$ cat config.mk
export PLATFORM = sky130hd
export DESIGN_NAME = a_logic_join
export DESIGN_NICKNAME = d
export VERILOG_FILES = /design/src/rtl/a_logic_pkg.sv /design/src/rtl/a_sync.sv /design/src/rtl/a_logic_join.sv
export SDC_FILE = /design/constraint.sdc
export NUM_CORES = 1
export LEC_CHECK = 0
export CAP_MARGIN = 20
export CORE_UTILIZATION = 40
export DETAILED_ROUTE_END_ITERATION = 16
export GPL_TIMING_DRIVEN = 1
export PLACE_DENSITY_LB_ADDON = 0.08
export SYNTH_ARGS = -nofsm -noshare
export SYNTH_HDL_FRONTEND = slang
export SYNTH_HIERARCHICAL = 1
export SYNTH_SLANG_ARGS = --single-unit
$ cat constraint.sdc
create_clock -name clk -period 5.6 [get_ports clk]
set_clock_uncertainty 0.2 [all_clocks]
set_input_delay 0.84 -clock clk [delete_from_list [all_inputs] [get_ports clk]]
set_output_delay 0.84 -clock clk [all_outputs]
set_load 0.005 [all_outputs]
$ cat src/rtl/a_logic_pkg.sv
// Shared types and the reduction helper for the bundled-data logic join.
// Contents:
//   op_e         run-time operator encoding (XOR, AND, OR, XNOR)
//   ch_state_e   per-channel operand holder state
//   main_state_e output-side sequencer state
//   reduce()     one result bit from one bit-column of all captured operands
package a_logic_pkg;

    // Upper bound on channel count supported by reduce().
    localparam int MAX_K = 32;

    typedef enum logic [1:0] {
        OP_XOR  = 2'd0,
        OP_AND  = 2'd1,
        OP_OR   = 2'd2,
        OP_XNOR = 2'd3
    } op_e;

    typedef enum logic [1:0] {
        EMPTY = 2'd0,
        HELD  = 2'd1,
        DONE  = 2'd2
    } ch_state_e;

    typedef enum logic [1:0] {
        IDLE  = 2'd0,
        DELAY = 2'd1,
        REQ   = 2'd2,
        RTZ   = 2'd3
    } main_state_e;

    // Reduce bit i of every channel (bits[0..k-1]) to one result bit.
    // Bits at or above k are ignored. XNOR is the inverted XOR reduction.
    function automatic logic reduce(op_e op, logic [MAX_K-1:0] bits, int k);
        logic acc;
        acc = (op == OP_AND);
        for (int i = 0; i < MAX_K; i++) begin
            if (i < k) begin
                case (op)
                    OP_AND:  acc = acc & bits[i];
                    OP_OR:   acc = acc | bits[i];
                    default: acc = acc ^ bits[i];
                endcase
            end
        end
        if (op == OP_XNOR) acc = ~acc;
        return acc;
    endfunction

endpackage

$ cat src/rtl/a_sync.sv
// Multi-flop synchroniser for one asynchronous handshake line.
// Ports:
//   clk  in   clock
//   rst  in   asynchronous active-low reset; every stage resets to RST_VAL
//   d_i  in   asynchronous input
//   q_o  out  synchronised output (SYNC edges of latency)
module a_sync #(
    parameter int   SYNC    = 2,
    parameter logic RST_VAL = 1'b0
) (
    input  logic clk,
    input  logic rst,
    input  logic d_i,
    output logic q_o
);

    logic [SYNC-1:0] stg_q;

    always_ff @(posedge clk or negedge rst) begin
        if (!rst) begin
            stg_q <= {SYNC{RST_VAL}};
        end else begin
            stg_q <= {stg_q[SYNC-2:0], d_i};
        end
    end

    assign q_o = stg_q[SYNC-1];

endmodule

$ cat src/rtl/a_logic_join.sv
// K-input four-phase bundled-data join with a selectable bitwise reduction.
// Each input channel is captured independently; once every channel holds an
// operand the reduced result is registered on d_o and offered on r_o after
// T cycles.
// Ports:
//   clk   in   clock
//   rst   in   asynchronous active-low reset
//   r_i   in   [K]    per-channel request (idle level Rpol)
//   a_i   out  [K]    per-channel acknowledge
//   d_i   in   [K*N]  channel k data at d_i[k*N +: N]
//   op    in   [2]    0 XOR, 1 AND, 2 OR, 3 XNOR; sampled on the load edge
//   r_o   out         output request
//   a_o   in          output acknowledge
//   d_o   out  [N]    registered result
//   busy  out         high from load until the return to IDLE
//
// Main FSM states:
//   state | meaning
//   IDLE  | collecting operands; load d_o once every channel is captured
//   DELAY | result loaded, counting down before raising r_o
//   REQ   | r_o active, waiting for synchronised a_o active
//   RTZ   | r_o idle, waiting for a_o idle and every channel DONE
// Channel states:
//   EMPTY | no operand; capture on synchronised request
//   HELD  | operand latched and acknowledged; waiting for request release
//   DONE  | operand kept, request ignored until the main FSM clears it
module a_logic_join
    import a_logic_pkg::*;
#(
    parameter int   K    = 2,
    parameter int   N    = 1,
    parameter logic Rpol = 1'b0,
    parameter int   T    = 2,
    parameter int   SYNC = 2
) (
    input  logic           clk,
    input  logic           rst,
    input  logic [K-1:0]   r_i,
    output logic [K-1:0]   a_i,
    input  logic [K*N-1:0] d_i,
    input  logic [1:0]     op,
    output logic           r_o,
    input  logic           a_o,
    output logic [N-1:0]   d_o,
    output logic           busy
);

    logic [K-1:0] r_s;
    logic         a_o_s;

    for (genvar g = 0; g < K; g++) begin : g_rsync
        a_sync #(.SYNC(SYNC), .RST_VAL(Rpol)) u_sync (
            .clk (clk),
            .rst (rst),
            .d_i (r_i[g]),
            .q_o (r_s[g])
        );
    end

    a_sync #(.SYNC(SYNC), .RST_VAL(Rpol)) u_ao_sync (
        .clk (clk),
        .rst (rst),
        .d_i (a_o),
        .q_o (a_o_s)
    );

    // Handshake levels normalised so that 1 means "active".
    logic [K-1:0] r_act;
    logic         a_o_act;
    assign r_act   = r_s ^ {K{Rpol}};
    assign a_o_act = a_o_s ^ Rpol;

    ch_state_e   ch_q  [K];
    logic [N-1:0] dat_q [K];
    logic [K-1:0] a_i_q;
    main_state_e st_q;
    logic [7:0]  cnt_q;
    logic        r_o_q;
    logic [N-1:0] d_o_q;
    logic        busy_q;

    logic         joined;
    logic         all_done;
    logic [N-1:0] red_d;
    logic [MAX_K-1:0] col;

    always_comb begin
        joined   = 1'b1;
        all_done = 1'b1;
        for (int k = 0; k < K; k++) begin
            if (ch_q[k] == EMPTY) joined   = 1'b0;
            if (ch_q[k] != DONE)  all_done = 1'b0;
        end
    end

    // Reduce column by column: bit b of the result combines bit b of every
    // captured operand, so there is no interaction between bit positions.
    always_comb begin
        red_d = '0;
        col   = '0;
        for (int b = 0; b < N; b++) begin
            col = '0;
            for (int k = 0; k < K; k++) begin
                col[k] = dat_q[k][b];
            end
            red_d[b] = reduce(op_e'(op), col, K);
        end
    end

    always_ff @(posedge clk or negedge rst) begin
        if (!rst) begin
            for (int k = 0; k < K; k++) begin
                ch_q[k]  <= EMPTY;
                dat_q[k] <= '0;
            end
            a_i_q  <= {K{Rpol}};
            st_q   <= IDLE;
            cnt_q  <= 8'd0;
            r_o_q  <= Rpol;
            d_o_q  <= '0;
            busy_q <= 1'b0;
        end else begin
            for (int k = 0; k < K; k++) begin
                case (ch_q[k])
                    EMPTY: if (r_act[k]) begin
                        dat_q[k] <= d_i[k*N +: N];
                        a_i_q[k] <= ~Rpol;
                        ch_q[k]  <= HELD;
                    end
                    HELD: if (!r_act[k]) begin
                        a_i_q[k] <= Rpol;
                        ch_q[k]  <= DONE;
                    end
                    default: ;
                endcase
            end

            case (st_q)
                IDLE: if (joined) begin
                    d_o_q  <= red_d;
                    busy_q <= 1'b1;
                    if (T == 0) begin
                        r_o_q <= ~Rpol;
                        st_q  <= REQ;
                    end else begin
                        // Counter reaches zero T-1 edges later; r_o rises on the edge after.
                        cnt_q <= 8'(T - 1);
                        st_q  <= DELAY;
                    end
                end
                DELAY: begin
                    if (cnt_q == 8'd0) begin
                        r_o_q <= ~Rpol;
                        st_q  <= REQ;
                    end else begin
                        cnt_q <= cnt_q - 8'd1;
                    end
                end
                REQ: if (a_o_act) begin
                    r_o_q <= Rpol;
                    st_q  <= RTZ;
                end
                RTZ: if (!a_o_act && all_done) begin
                    // Clearing here overrides the channel update above; a
                    // pending re-request is only captured on the next edge.
                    for (int k = 0; k < K; k++) begin
                        ch_q[k] <= EMPTY;
                    end
                    busy_q <= 1'b0;
                    st_q   <= IDLE;
                end
                default: st_q <= IDLE;
            endcase
        end
    end

    assign a_i  = a_i_q;
    assign r_o  = r_o_q;
    assign d_o  = d_o_q;
    assign busy = busy_q;

endmodule

Yosys cells after proc, flatten, opt, wreduce, memory -nomap -nowiden
Cells that the tools add are included.

word-level totals
  output and inout bits = 5
  flip-flop bits (word level) = 27

operators by class
  add/sub/neg operators = 1
  eq/ne operators = 19
  mux-type cells = 35
  bitwise operators = 7
  reductions and logical operators = 20

operators by type and width
  operator               number
  $mux W2                8
  $mux W8                2
  $ne A2 B2 Y1 const B   8
  $pmux W8 S2            1
  $reduce_and A3 Y1      5
  $mux W1                13
  $pmux W1 S2            6
  $reduce_bool A2 Y1     5
  $eq A2 B1 Y1 const B   4
  $eq A2 B2 Y1 const B   4
  $logic_not A8 Y1       1
  $mux W4                2
  $pmux W2 S2            2
  $pmux W2 S4            1
  $sub A8 B1 Y8 const B  1
  $logic_not A2 Y1       3
  $ne A2 B1 Y1 const B   3
  $reduce_and A2 Y1      3
  $reduce_and A4 Y1      1
  $and A1 B1 Y1          2
  $or A1 B1 Y1           2
  $xor A1 B1 Y1          2
  $logic_and A1 B1 Y1    1
  $logic_not A1 Y1       1
  $not A1 Y1             1

Logic depth before layout (Yosys ltp)
  depth in word-level cells = 7
  depth in mapped cells = 13

Modules after synthesis
Netlist, hierarchy kept.

modules (own cells, without submodules)
  module        cells each  seq. area each (um^2)  times used  area each (um^2)
  a_logic_join  148         525.5                  1           1372.6
  a_sync        2           50.0                   3           50.0

Worst setup path after synthesis
OpenSTA, ideal clock, no wires.

  path kind = input to register
  from = in op[1]
  to = reg d_o_q (netlist: d_o)
  slack = 3025 ps
  required time = 5277 ps
  setup time = 123 ps
  arrival = 2252 ps
  stages on the path = 13
  cells stage by stage = inv_1 -> ha_1 -> inv_1 -> ha_1 -> inv_1 -> a22oi_1 -> o21ai_0 -> inv_1 -> ha_1 -> nand2b_1 -> a31oi_1 -> xnor2_1 -> a21oi_1

between the ends
  word-level cells in the longest chain between the ends = 7
  elaborated cells on any way between the ends = 13
  classes of those cells = eq/ne (3); mux (3); bitwise (7)

RTL lines
  element                                line                                  RTL
  from (decl)                            a_logic_join.sv:41                    input logic [1:0] op,
  $eq A2 B1 Y1                           a_logic_pkg.sv:36, a_logic_pkg.sv:39
  $xor A1 B1 Y1 (tied with other cells)  a_logic_pkg.sv:42                     default: acc = acc ^ bits[i];
  $pmux W1 S2                            a_logic_pkg.sv:39                     case (op)
  $xor A1 B1 Y1 (tied with other cells)  a_logic_pkg.sv:42
  $pmux W1 S2                            a_logic_pkg.sv:39
  $not A1 Y1                             a_logic_pkg.sv:46                     if (op == OP_XNOR) acc = ~acc;
  $mux W1 *                              a_logic_pkg.sv:46
  to (signal assigned)                   a_logic_join.sv:140                   d_o_q <= red_d;
  to (decl)                              a_logic_join.sv:79                    logic [N-1:0] d_o_q;

Mark *: on every way between the ends. The rest lies on a longest branch, timed or not.
A chain may end at the register's enable or synchronous reset.

Worst setup path after layout
  from = in op[0]
  to = reg d_o_q (netlist: d_o)

Same word-level chain as after synthesis.

==> summary.md <==
| Metric | Value |
|---|---|
| First drt pass iteration count | `4` |
| CTS Root Cell | `clkbuf_8` |
| Max Buffers Root-to-Sink | `2` |
| LEAKAGE | `0.828 nW` |
| Drc violations | `0` |
| Synth warn | `6` |
| Area Growth Syn to Fin | `14.8%` |
| TritonCTS clock tree | `built` |
| Largest net degree at the start of global routing | `28` |
| #FFs+latches synth | `27` |
| Layout filler cell count | `346` |
| Sequential area share after synthesis | `0.444` |
| Worst hold slack | `157 ps` |
| Post-synth top area share | `0.444` |
| Top Ports | `14` |
| Final Hold Fails | `0` |
| Commonest non-fill, non-tap cell in the layout | `dfrtp_1` |
| Core area | `3660 sq um` |
| Die W | `63.7 um` |
| Avg WL per Cell | `12.5 um` |
| Delay of the slowest critical-path stage | `540 ps` |
| CP Cell Sequence | `clkdlybuf4s50_1 > ha_1 > inv_1 > ha_1 > inv_1 > a22oi_1 > o21ai_0 > inv_1 > ha_1 > nand2b_1 > a31oi_1 > xnor2_1 > a21oi_1` |
| Synth Net Count | `177` |
| Relative max-transition margin | `0.588` |
| Clk Latency, worst-skew pair | `280 ps` |
| Ys flop type | `dfrtp_1` |
| Synthesized instance count | `154` |
| Antenna diodes | `0` |
| Setup-failing EPs final | `0` |
| Cts hold-fix bufs | `0` |
| RSZ-0062 raised after global routing | `no` |
| Fraction of registers with async set or reset after synthesis | `1.00` |
| Clock transition at path regs | `90 ps` |
| Total Routed Length | `2720 um` |
| Slew Viols, Final | `0` |
| CTS H-tree depth | `1` |
| Most frequent cells in the layout | `27 x dfrtp_1, 19 x nand2_1, 18 x inv_1` |
| Net count, final | `193` |
| Min cycle time layout | `2960 ps` |
| Worst endpoint required time | `5570 ps` |
| Top post-synthesis cells by area | `dfrtp_1 44%, ha_1 12%, nand2_1 4.7%` |
| Post CTS Setup Buffer Count | `0` |
| Die Height | `63.7 um` |
| GRT Overall Usage | `0.163` |
| Critical-path cell with the highest stage delay | `clkdlybuf4s50_1` |
| Clock sink count | `27` |
| Fin Setup TNS | `0 ps` |
| Final Wtd Congestion | `0.737` |
| Period utilization | `0.529` |
| First-pass GRT wire length | `4950 um` |
| Setup CP Type | `in -> reg` |
| 1st-iter DRT viols | `21` |
| Final Power | `0.000871 W` |
| Via count | `1086` |
| CP bufs+invs | `4` |
| GRT Residual Overflow | `0` |
| Initial antenna violation count | `0` |
| Vias in the first global route | `1080` |
| Min-delay worst type | `reg -> reg` |
| Synth Cell Area | `1520 sq um` |
| Avg Cell Area, Syn | `9.89 sq um` |
| Placed Area | `1700 sq um` |
| Setup crit end kind | `register` |
| Number of synthesized flops with an enable pin | `0` |
| PostCTS Resize Cnt | `0` |
| Worst-Margin Slew | `612 ps` |
| Fraction of layout cells with a size suffix above 1 | `0.0947` |
| Starting density of the core | `0.416` |
| CTS Buf Count | `3` |
| I/O Buffers | `13` |
| Area leader, netlist | `dfrtp_1` |
| Power per cell area | `498 nW/um^2` |
| Die area | `4060 sq um` |
| Critical Path AT | `2930 ps` |
| Via-to-Cell Ratio | `5.00` |
| DP HPWL | `2030 um` |
| Status | `finished, final reports clean` |
| Max cap viols | `0` |
| Worst vdd ir | `160 uV` |
| Distinct cells, synth | `36` |
| Final instance area | `1750 sq um` |
| Crit path max fanout | `4` |
| Std cell rows | `22` |
| Fmax | `338 MHz` |
| CP top delay family | `buffers and inverters` |
| Post-route ant nets | `0` |
| Setup crit start kind | `input pin` |
==> per-layer routing <==
layer,wire length (um),GRT usage,part of all wire
met2,1160,0.249,0.43
met3,55,0.0272,0.020
met4,65,0.0938,0.024
met5,0,0,0
met1,1430,0.215,0.53
==> path summary, 6_finish.rpt <==
| path | startpoint | end | slack (ps) | cells past startpoint |
|---|---|---|---|---|
| setup reg to reg | cnt_q[0] | st_q[1] | 3380 | 6 |
| max in group asynchronous | rst | r_o | 4210 | 2 |
| hold reg to reg | u_ao_sync/stg_q[0] | u_ao_sync/stg_q[1] | 160 | 0 |
| min in group asynchronous | rst | col[0] | 730 | 2 |
| hold / removal | u_ao_sync/stg_q[0] | u_ao_sync/stg_q[1] | 160 | 0 |
| setup / recovery | op[0] | d_o | 2640 | 13 |
==> sequential cells by signal, summed over array words and instances (netlist names) <==
register              flops
a_i                       2
busy                      1
ch_q                      4
cnt_q                     8
col                       2
d_o                       1
g_rsync.u_sync/stg_q      4
r_o                       1
st_q                      2
u_ao_sync/stg_q           2
==> Yosys cell counts, drive strengths merged (3+ instances only) <==
| master | count |
|---|---|
| dfrtp | 27 |
| nand2 | 19 |
| inv | 18 |
| ha | 14 |
| o21ai | 12 |
| a21oi | 8 |
| nand2b | 7 |
| nor2 | 7 |
| mux2i | 6 |
| nor3 | 4 |
| mux2 | 3 |
| nand4 | 3 |
==> where the power goes <==
group / internal, W / switching, W / total, W / leakage (nW)
Clock: 0.0000500 / 0.0000635 / 0.000114 / 0.0255
Combinational: 0.000202 / 0.000216 / 0.000418 / 0.489
Sequential: 0.000263 / 0.0000766 / 0.000339 / 0.313
==> stage by stage <==
step	cells	worst slack, ps	utilization
3_5_place_dp	213	2320	0.465
3_3_place_gp	213	2450	0.465
5_1_grt	217	2450	0.477
2_1_floorplan	154	3020	-
6_report	217	2640	0.477
4_1_cts	217	2620	0.477
==> cell families (layout without fill, tap and decap cells) <==
| logic type | after synthesis | in the layout | share of synthesized area |
|---|---|---|---|
| buffers and inverters | 21 | 36 | 0.0567 |
| adders and majority gates | 14 | 14 | 0.115 |
| xor gates and xnor gates | 1 | 1 | 0.00575 |
| DFF | 27 | 27 | 0.444 |
| and+or+nand+nor | 53 | 53 | 0.182 |
| AOI/OAI and AO/OA | 29 | 29 | 0.132 |
| muxes | 9 | 9 | 0.0641 |
==> final cells by class <==
cell class | count | area, sq um | share of cell area
clock buffer | 3 | 41.3 | 0.0236
clock inverter | 1 | 5.00 | 0.00286
inverter | 18 | 67.6 | 0.0387
multi-input combinational | 106 | 761 | 0.435
sequential | 27 | 676 | 0.387
tap | 48 | 60.1 | 0.0344
timing repair buffer | 14 | 138 | 0.0787
(Power assumes the default switching activity.)
